--- src/rtl/div_pkg.sv ---
// Shared types and constants for the restoring-divider controller.
package div_pkg;

   localparam int DIV_N_DEFAULT = 4;

   localparam logic R_SEL_ZERO = 1'b0;
   localparam logic R_SEL_DIFF = 1'b1;

   typedef enum logic [2:0] {
      S_IDLE  = 3'd0,
      S_LOAD  = 3'd1,
      S_CHECK = 3'd2,
      S_SHIFT = 3'd3,
      S_TEST  = 3'd4,
      S_DONE  = 3'd5,
      S_ERR   = 3'd6
   } state_t;

endpackage

--- src/rtl/div_cnt.sv ---
// Iteration down-counter for the divider: load, decrement, zero/one flags.
// Decrement saturates at zero so the count can never wrap.
module div_cnt #(
   parameter int CW = 3
) (
   input  logic          clk,
   input  logic          rst,
   input  logic          ld,
   input  logic [CW-1:0] ld_val,
   input  logic          dec,
   output logic          zero,
   output logic          one
);

   logic [CW-1:0] cnt_q;
   logic [CW-1:0] cnt_d;

   // next count: load has priority over decrement
   always_comb begin
      cnt_d = cnt_q;
      if (ld) begin
         cnt_d = ld_val;
      end else if (dec && (cnt_q != '0)) begin
         cnt_d = cnt_q - CW'(1);
      end
   end

   // count register
   always_ff @(posedge clk or posedge rst) begin
      if (rst) begin
         cnt_q <= '0;
      end else begin
         cnt_q <= cnt_d;
      end
   end

   assign zero = (cnt_q == '0);
   assign one  = (cnt_q == CW'(1));

endmodule

--- src/rtl/div_ctrl.sv ---
// Control FSM for the sequential restoring divider (R: N+1 bits, X/Y: N bits).
// Quotient ends in X, remainder in R.
// Optional build macro DIV_ERR_STICKY_EN: err stays high after a divide-by-zero
// until the next accepted go or reset.
//
// state | meaning
// IDLE  | waiting for go
// LOAD  | clear R, load X and Y, preset iteration count
// CHECK | divisor zero test
// SHIFT | shift X msb into R
// TEST  | quotient bit = R>=Y; subtract when set; shift bit into X
// DONE  | one-cycle completion pulse
// ERR   | divide-by-zero: done+err, no iterations run
module div_ctrl
   import div_pkg::*;
#(
   parameter int N  = DIV_N_DEFAULT,
   parameter int CW = $clog2(N + 1)
) (
   input  logic clk,
   input  logic rst,
   input  logic go,
   input  logic x_msb,
   input  logic r_ge_y,
   input  logic y_zero,
   output logic r_ld,
   output logic r_sel,
   output logic r_sl,
   output logic r_shb,
   output logic x_ld,
   output logic x_sl,
   output logic x_shb,
   output logic y_ld,
   output logic busy,
   output logic done,
   output logic err
);

   state_t state_q;
   state_t state_d;
   logic   cnt_ld;
   logic   cnt_dec;
   logic   cnt_zero;
   logic   cnt_one;

   div_cnt #(.CW(CW)) u_cnt (
      .clk    (clk),
      .rst    (rst),
      .ld     (cnt_ld),
      .ld_val (CW'(N)),
      .dec    (cnt_dec),
      .zero   (cnt_zero),
      .one    (cnt_one)
   );

   // next-state and strobe decode from the current state and datapath status
   always_comb begin
      state_d = state_q;
      r_ld    = 1'b0;
      r_sel   = R_SEL_ZERO;
      r_sl    = 1'b0;
      r_shb   = 1'b0;
      x_ld    = 1'b0;
      x_sl    = 1'b0;
      x_shb   = 1'b0;
      y_ld    = 1'b0;
      done    = 1'b0;
      cnt_ld  = 1'b0;
      cnt_dec = 1'b0;
      case (state_q)
         S_IDLE: begin
            if (go) state_d = S_LOAD;
         end
         S_LOAD: begin
            r_ld    = 1'b1;
            r_sel   = R_SEL_ZERO;
            x_ld    = 1'b1;
            y_ld    = 1'b1;
            cnt_ld  = 1'b1;
            state_d = S_CHECK;
         end
         S_CHECK: begin
            state_d = y_zero ? S_ERR : S_SHIFT;
         end
         S_SHIFT: begin
            r_sl    = 1'b1;
            r_shb   = x_msb;
            state_d = S_TEST;
         end
         S_TEST: begin
            x_sl    = 1'b1;
            x_shb   = r_ge_y;
            if (r_ge_y) begin
               r_ld  = 1'b1;
               r_sel = R_SEL_DIFF;
            end
            cnt_dec = 1'b1;
            // zero is only reachable if the count was corrupted; exit rather than spin
            state_d = (cnt_one || cnt_zero) ? S_DONE : S_SHIFT;
         end
         S_DONE: begin
            done    = 1'b1;
            state_d = S_IDLE;
         end
         S_ERR: begin
            done    = 1'b1;
            state_d = S_IDLE;
         end
         default: begin
            state_d = S_IDLE;
         end
      endcase
   end

   assign busy = (state_q != S_IDLE);

`ifdef DIV_ERR_STICKY_EN
   logic err_q;
   logic err_d;

   // sticky error: set on leaving ERR, cleared when a new go is accepted
   always_comb begin
      err_d = err_q;
      if (state_q == S_ERR) begin
         err_d = 1'b1;
      end else if ((state_q == S_IDLE) && go) begin
         err_d = 1'b0;
      end
   end

   // state and sticky error registers
   always_ff @(posedge clk or posedge rst) begin
      if (rst) begin
         state_q <= S_IDLE;
         err_q   <= 1'b0;
      end else begin
         state_q <= state_d;
         err_q   <= err_d;
      end
   end

   assign err = err_q || (state_q == S_ERR);
`else
   // state register
   always_ff @(posedge clk or posedge rst) begin
      if (rst) begin
         state_q <= S_IDLE;
      end else begin
         state_q <= state_d;
      end
   end

   assign err = (state_q == S_ERR);
`endif

endmodule

--- config.mk ---
export PLATFORM = sky130hd
export DESIGN_NAME = div_ctrl
export DESIGN_NICKNAME = d
export VERILOG_FILES = /design/src/rtl/div_pkg.sv /design/src/rtl/div_cnt.sv /design/src/rtl/div_ctrl.sv
export SDC_FILE = /design/constraint.sdc
export NUM_CORES = 1
export LEC_CHECK = 0
export BUFFER_PORTS_ARGS = -buffer_cell sky130_fd_sc_hd__buf_2
export CORE_AREA = 2 2 39 41
export DETAILED_ROUTE_END_ITERATION = 7
export DIE_AREA = 0 0 41 43
export SLEW_MARGIN = 20
export SYNTH_ARGS = -nofsm -noshare
export SYNTH_HDL_FRONTEND = slang
export SYNTH_SLANG_ARGS = --single-unit
--- constraint.sdc ---
create_clock -name clk -period 1.9 [get_ports clk]
set_input_delay 0.19 -clock clk [delete_from_list [all_inputs] [get_ports clk]]
set_output_delay 0.19 -clock clk [all_outputs]
set_load 0.01 [all_outputs]
### After elaboration in Yosys (flattened, before gate mapping)

Index checks and enable logic that the tools add are counted.

| storage, ports and cells | value |
|---|---|
| word-level logic and storage cells | 34 |
| latch bits | 0 |
| memory bits (read-only) | 0 |
| flip-flop bits (word level) | 6 |
| bits of input ports | 6 |
| output and inout bits | 11 |
| RAM bits | 0 |
| memories | 0 |

| cells by class | value |
|---|---|
| shift operators | 0 |
| divide/modulo/power cells | 0 |
| add/sub/neg operators | 1 |
| $mul | 0 |
| reduce and logical (&&, ||, !) cells | 8 |
| muxes and demuxes | 15 |
| equal/unequal tests | 8 |
| order comparisons | 0 |
| bitwise gates (word level) | 0 |

Operators with widths:

| operator | count |
|---|---|
| 2-to-1 mux 3 bit | 5 |
| one-hot mux 3 bit (5 select lines) | 1 |
| == test 3 bit (second input constant) | 3 |
| 2-to-1 mux 1 bit | 8 |
| == test 3 x 1 -> 1 bit (second input constant) | 2 |
| == test 3 x 2 -> 1 bit (second input constant) | 2 |
| logical NOT 3 bit | 2 |
| nonzero test 3 bit | 2 |
| subtractor 3 x 1 -> 3 bit (second input constant) | 1 |
| inequality test 2 bit (second input constant) | 1 |
| one-hot mux 1 bit (2 select lines) | 1 |
| nonzero test 2 bit | 1 |
| OR reduction 2 bit | 1 |
| logical AND 1 bit | 1 |
| logical OR 1 bit | 1 |

### Logic depth before layout (Yosys ltp)

Gate-level depths: netlist of the first run.

| depth | value |
|---|---|
| depth after elaboration | 5 |
| mapped depth | 5 |
| mapped depth without buffers | 5 |

### Modules after synthesis

A second synthesis of the first run with hierarchy kept.

| second synthesis, totals | value |
|---|---|
| cells, all modules | 58 |
| area total of the unflattened synthesis | 503.0 um2 |

Modules (own cells, without submodules):

| module | area each (um2) | cells each | times used | seq. area each (um2) |
|---|---|---|---|---|
| div_ctrl | 274.0 | 32 | 1 | 75.1 |
| div_cnt | 229.0 | 26 | 1 | 75.1 |

### Least setup slack after synthesis of the first run

No wires, ideal clock.

| timing | value |
|---|---|
| kind | register -> output |
| start point | register state_q[0] |
| end point | output r_ld |
| setup slack | 0.372 ns |
| cell stages (with the launch flop) | 6 |
| arrival time | 1.338 ns |
| buffers on the path | 1 |
| data required time | 1.710 ns |
| cells stage by stage | dfrtp_1 > buf_6 > or3b_4 > inv_2 > and2_1 > or2_2 |

| on the way | value |
|---|---|
| cells in the longest elaborated chain, start to end | 2 |
| elaborated cells between the ends (all ways) | 3 |
| those cells by class | eq/ne (2); mux (1) |

RTL lines:

| item | line | source |
|---|---|---|
| start, declared | div_ctrl.sv:39 | `state_t state_q;` |
| start signal, assigned | div_ctrl.sv:149 | `state_q <= state_d;` |
| == test 3 bit / == test 3 x 1 -> 1 bit (equally long branches) | div_ctrl.sv:70 | `case (state_q)` |
| one-hot mux 1 bit (2 select lines) * | div_ctrl.sv:70 |  |
| end, declared | div_ctrl.sv:26 | `output logic r_ld,` |

Mark *: on every way between the ends. The rest lies on a longest branch, timed or not.

### Worst setup path in the final report of the first run

Same ends and word-level chain as after synthesis.

==> metrics, run 1 <==
CP delay by family, top=simple AND/OR/NAND/NOR gates; Final Hold Fails=0; Die H=43 µm; register area share after synthesis=a little over a third; share of cells above drive strength 1=between 30% and 40%; pre-CTS WS=0.328 ns; Hold Crit Class=in -> reg; GRT Util Overall=10.5%; Distinct cells, synth=27; hold wc startpoint=y_zero; status=finished, final reports clean; RSZ-0062 raised after global routing=no; first-pass GRT wire length=1250 µm; Nets=74; drt first pass iters=4; worst stage delay on the critical path=roughly 0.46 ns; RR Startpoint=state_q[0]; FMAX=between 500 and 600 MHz; placed insts=75; row count=14; maximum VDD drop=0.000515 V; grt ovf=0; final-report setup violation count=0; Post-Syn Area=~430 µm²; slack of the critical path=around 0.1 ns; number of fill cells in the layout=150; startpoint types=flop; Max Cap Viol=0; r2r setup slk=between 0.3 and 0.4 ns; DIE AREA=about 1800 µm²; synth-to-layout area growth=26.5%; vias in the first global route=321; largest net degree at the start of global routing=12; Die W=41 µm; H-tree levels=1; synth warn=0; r2r worst-path depth=3; Synth Area per Inst=~9.6 µm²; TNS Setup=0 ns; CTS tree=built; Inserted Diodes=0; Worst Path Max Fanout=11; Finished Layout Cells=just under 80; Vias/cell=between 4 and 5; CP Capture Type=output pin; Buf/Inv on CP=2; Layout Skew=about 0.0054 ns; CTS Sinks=6; worst setup path class=reg -> out; initial antenna violation count=0; Worst-path clk slew=approximately 0.050 ns; Buffers on Ports=16; most frequent cells in the layout=buf_2 (16), dfrtp_1 (6); synthesized flop and latch total=6; Longest Clk Path Bufs=2; Final Hold Slack=0.213 ns; Cell Chain, Critical Path=or3b_4 -> inv_2 -> and2_1 -> or2_2 -> buf_2; final max-slew violation count=0; core area=between 1000 and 1500 µm²; Mapped Cells=45; Slew headroom=between 80% and 90%; Clock Latency Late Sink=about 0.24 ns; Synth Net Count=54; Critical Path RT=between 1.5 and 2 ns; Ports=17; gpl congestion=0.735; Detailed Place HPWL=600 µm; Hold EP=state_q[2]; Post-CTS Resized=0; initial DRC count=4; starting density of the core=a little under a third; Static Leak=between 0.2 and 0.3 nW; crit path max-delay cell type=dfrtp_1; total CTS buffers=3; Residual DRC=0; via count=around 370; Worst EP arrival=between 1.5 and 2 ns; fin crit period=~1.8 ns; Routed Antenna Nets=0; Worst R2R End=u_cnt.cnt_q[1]; most common cell after layout, fill and taps aside=buf_2; power density over the cells=around 1500 nW/µm²; DRT Wirelength=roughly 770 µm; Worst Max-Slew Pin Slew=0.264 ns; Root Driver=clkbuf_4; hold path depth=3; routed length per placed instance=a little under 10 µm; Final Cycle Share=~95%
[flip-flops by register name, indices dropped and copies added (netlist names)]
register and count:
state_q 3, u_cnt.cnt_q 3
[per-layer routing]
metal  up-vias  wire length [µm]  global-route usage, %
li1        191                 -                      -
met1       167               394                   14.5
met2        11               322                   14.1
met3         2                49                   3.14
met4         0                 4                   6.00
met5         -                 0                      0
[where the power goes]
group / leakage (nW) / switching, mW / internal, mW
Sequential: 0.0739 / 0.0758 / 0.184
Combinational: 0.210 / 0.199 / 0.224
Clock: 0.0138 / 0.0427 / 0.0712
[synth_stat cells]
library cell	instances	area share [%]
nor2_1	3	2.6
nor2b_1	1	1.5
a21oi_1	1	1.2
o31a_1	1	2.0
nor3b_1	1	1.7
and2_1	3	4.4
and3_1	1	1.5
xor2_1	1	2.0
and3b_1	2	4.1
o31ai_1	1	1.7
a21boi_0	1	1.7
and2b_1	1	1.7
dfrtp_1	6	35
ha_1	3	8.7
or3b_4	1	2.6
inv_1	3	2.6
or3_1	1	1.5
or4_1	1	1.7
nand2b_1	1	1.5
o21bai_1	2	3.5
inv_2	1	0.87
buf_4	2	3.5
o21ai_0	3	3.5
or2_2	1	1.5
buf_6	1	2.6
mux2_2	1	2.6
a311o_1	1	2.3
[metrics by stage]
step | power [mW] | area, µm² | utilization, %
finish | 0.797 | 544 | 39.3
global route | 0.875 | 544 | 39.3
CTS | 0.809 | 544 | 39.3
detailed placement | 0.689 | 512 | 37.0
global placement | 0.686 | 512 | 37.0
floorplan | 0.582 | 430 | -
[timing repair]
action / 4_1_cts / 5_1_grt
hold buffers: 1 / 0
endpoints found under the hold margin: 6 / 0
setup buffers: 0 / 0
[how the worst max path moves through the flow]
stage,startpoint,end,cells after the start
floorplan,state_q[0],r_ld,5
global route,state_q[0],r_ld,5
CTS,state_q[0],r_ld,5
detailed placement,state_q[0],u_cnt.cnt_q[1],3
global placement,state_q[0],u_cnt.cnt_q[1],3
finish,state_q[0],r_ld,5
[cells by family (layout without fill, tap and decap cells)]
logic type | after synthesis | in the layout | synth area share (%)
and+or+nand+nor | 17 | 17 | 26.2
AOI/OAI and AO/OA | 10 | 10 | 16.0
buffers and inverters | 7 | 25 | 9.59
DFF | 6 | 6 | 34.9
adders and majority gates | 3 | 3 | 8.72
xor gates and xnor gates | 1 | 1 | 2.04
muxes | 1 | 1 | 2.62
[layout make-up]
| type | count | area, µm² | share of cell area, % |
|---|---|---|---|
| Tap cell | 16 | 20.0 | 3.68 |
| Inverter | 4 | 15.0 | 2.76 |
| Sequential cell | 6 | 150 | 27.6 |
| Clock buffer | 3 | 22.5 | 4.14 |
| Timing Repair Buffer | 18 | 97.6 | 17.9 |
| Multi-Input combinational cell | 32 | 239 | 43.9 |
[worst reg2reg max path: stages, from the launching register on]
cell and delay, ns:
dfrtp_1 0.46, or3b_4 0.45, or4_1 0.48, o31ai_1 0.08
Power figures use the tool's default switching activity.
==> inputs of run 2 (changes only) <==
- SETUP_SLACK_MARGIN: unset -> 0.15
==> metrics, run 2 (synthesis results as in run 1) <==
final instance area=573 µm² (+5.3%); startpoint types=flop; grt ovf=0 (unchanged); Die W=41 µm (unchanged); Finished Layout Cells=82 (+3.8%); Hold Crit Class=in -> reg; GRT Util Overall=10.8% (+0.30 points); Gate power share=58.9% (+5.8 points); Switching Fraction=38.4% (-1.5 points); TNS Setup=0 ns (unchanged); Routed Antenna Nets=0 (unchanged); largest registers=state_q: 3 flops, u_cnt.cnt_q: 3 flops; fin crit period=1.70 ns (-0.0929 ns); Final Cycle Share=89.7% (-4.9 points); Nets=77 (+4.1%); sequential power share=27.7% (-4.9 points); via count=382 (+3.0%); share of cells above drive strength 1=47.0% (+8.9 points); P_sw=0.325 mW (+2.4%); Worst Max-Slew Pin Slew=0.238 ns (-0.0263 ns); Placed Instance Area=512 µm² (unchanged); Residual DRC=0 (unchanged); Max Cap Viol=0 (unchanged); final max-slew violation count=0 (unchanged); Worst EP arrival=1.51 ns (-0.10 ns); starting density of the core=31.1% (unchanged); row count=14 (unchanged); Critical Path RT=1.71 ns (about the same); Inserted Diodes=0 (unchanged); total CTS buffers=3 (unchanged); initial antenna violation count=0 (unchanged); CTS tree=built; maximum VDD drop=0.000529 V (+2.7%); synth-to-layout area growth=33.1%; Static Leak=0.311 nW (+4.3%); Die H=43 µm (unchanged); most frequent cells in the layout=buf_2 (16), buf_4 (4); Slew headroom=84.1% (+1.7 points); number of fill cells in the layout=145 (-3.3%); Worst Setup SP=state_q[0]; multi-input logic area=241 µm² (+1.0%); CP Capture Type=output pin; Detailed Place HPWL=600 µm (unchanged); RR Startpoint=state_q[0]; gpl congestion=0.735 (unchanged); FMAX=587 MHz (+5.5%); most common cell after layout, fill and taps aside=buf_2; final-report setup violation count=0 (unchanged); H-tree levels=1 (unchanged); DRT Wirelength=800 µm (+3.9%); hold wc startpoint=y_zero; DIE AREA=1760 µm² (unchanged); Buffers on Ports=16 (unchanged); clock share of power=13.4% (-0.9 points); core area=1380 µm² (unchanged); placed insts=75 (unchanged); Clock Latency Late Sink=0.24 ns (about the same); Longest Clk Path Bufs=2 (unchanged); largest net degree at the start of global routing=10 (-2); CTS Sinks=6 (unchanged); worst setup path class=reg -> out; Final Hold Fails=0 (unchanged); Pint=0.523 mW (+9.2%); status=finished, final reports clean; r2r setup slk=0.41 ns (+0.07 ns); routed length per placed instance=9.76 µm (about the same); Vias/cell=4.66 (-0.80%); power density over the cells=1480 nW/µm² (+1.1%); Worst-path clk slew=0.05 ns (about the same); initial DRC count=5 (+1); Root Driver=clkbuf_4; Worst Path Max Fanout=5 (-6); Ports=17 (unchanged); Sequential Area=154 µm² (+2.5%); RSZ-0062 raised after global routing=no; drt first pass iters=4 (unchanged); first-pass GRT wire length=1280 µm (+2.8%); vias in the first global route=327 (+1.9%); Layout Skew=0.00547 ns (+0.0000839 ns)
run 2: cell types whose count changed in the layout (fill, tap and decap cells not counted):
cell     delta
dfrtp_2     +3
and2_1      -1
dfrtp_1     -3
and2_4      +1
buf_4       +3
run 2: repair_timing:
item / CTS / global route
hold buffers: 1 / 0
gates resized for setup: 3 / 1
setup buffers: 2 / 1
setup endpoints to repair: 1 / 1
hold endpoints to repair: 6 / 0
run 2: through the flow:
step | total power [mW] | utilization, % | worst slack, ns | hold slack (ns)
detailed placement | 0.689 | 37.0 | 0.328 | 0.121
CTS | 0.842 | 40.7 | 0.152 | 0.213
floorplan | 0.582 | - | 0.372 | -0.0190
finish | 0.848 | 41.4 | 0.196 | 0.214
global route | 0.930 | 41.4 | 0.155 | 0.241
global placement | 0.686 | 37.0 | 0.368 | 0.121
run 2: area by class of cell:
class	count	share of cell area, %
well taps	16	3.49
inverters	4	2.62
repair buffers	21	21.0
multi-input cells	32	42.1
flip-flops and latches	6	26.9
clock buffers	3	3.93
run 2: final timing paths:
check / endpoint / depth (start not counted)
max: r_ld / 5
min: state_q[2] / 3
min reg2reg: state_q[0] / 1
max reg2reg: u_cnt.cnt_q[1] / 3
max in group asynchronous: state_q[2] / 3
min in group asynchronous: u_cnt.cnt_q[1] / 3
run 2: power groups by stage:
stage | logic, mW | clock network, mW | registers [mW]
floorplan | 0.353 | 0 | 0.228
global placement | 0.426 | 0 | 0.260
global route | 0.563 | 0.123 | 0.245
detailed placement | 0.427 | 0 | 0.261
CTS | 0.479 | 0.119 | 0.244
finish | 0.499 | 0.114 | 0.235
run 2: critical path, cell delays in order, from the launching register on:
cell and delay (ns):
dfrtp_2 0.42, or3b_4 0.42, inv_2 0.09, and2_4 0.14, or2_2 0.09, buf_2 0.12
run 2: layer usage:
| metal | vias up | share of wire, % | global-route usage, % |
|---|---|---|---|
| met5 | - | 0 | 0 |
| met4 | 0 | 0.50 | 6.00 |
| met3 | 2 | 6.5 | 3.14 |
| met2 | 9 | 44 | 15.0 |
| met1 | 174 | 49 | 14.5 |
| li1 | 197 | - | - |
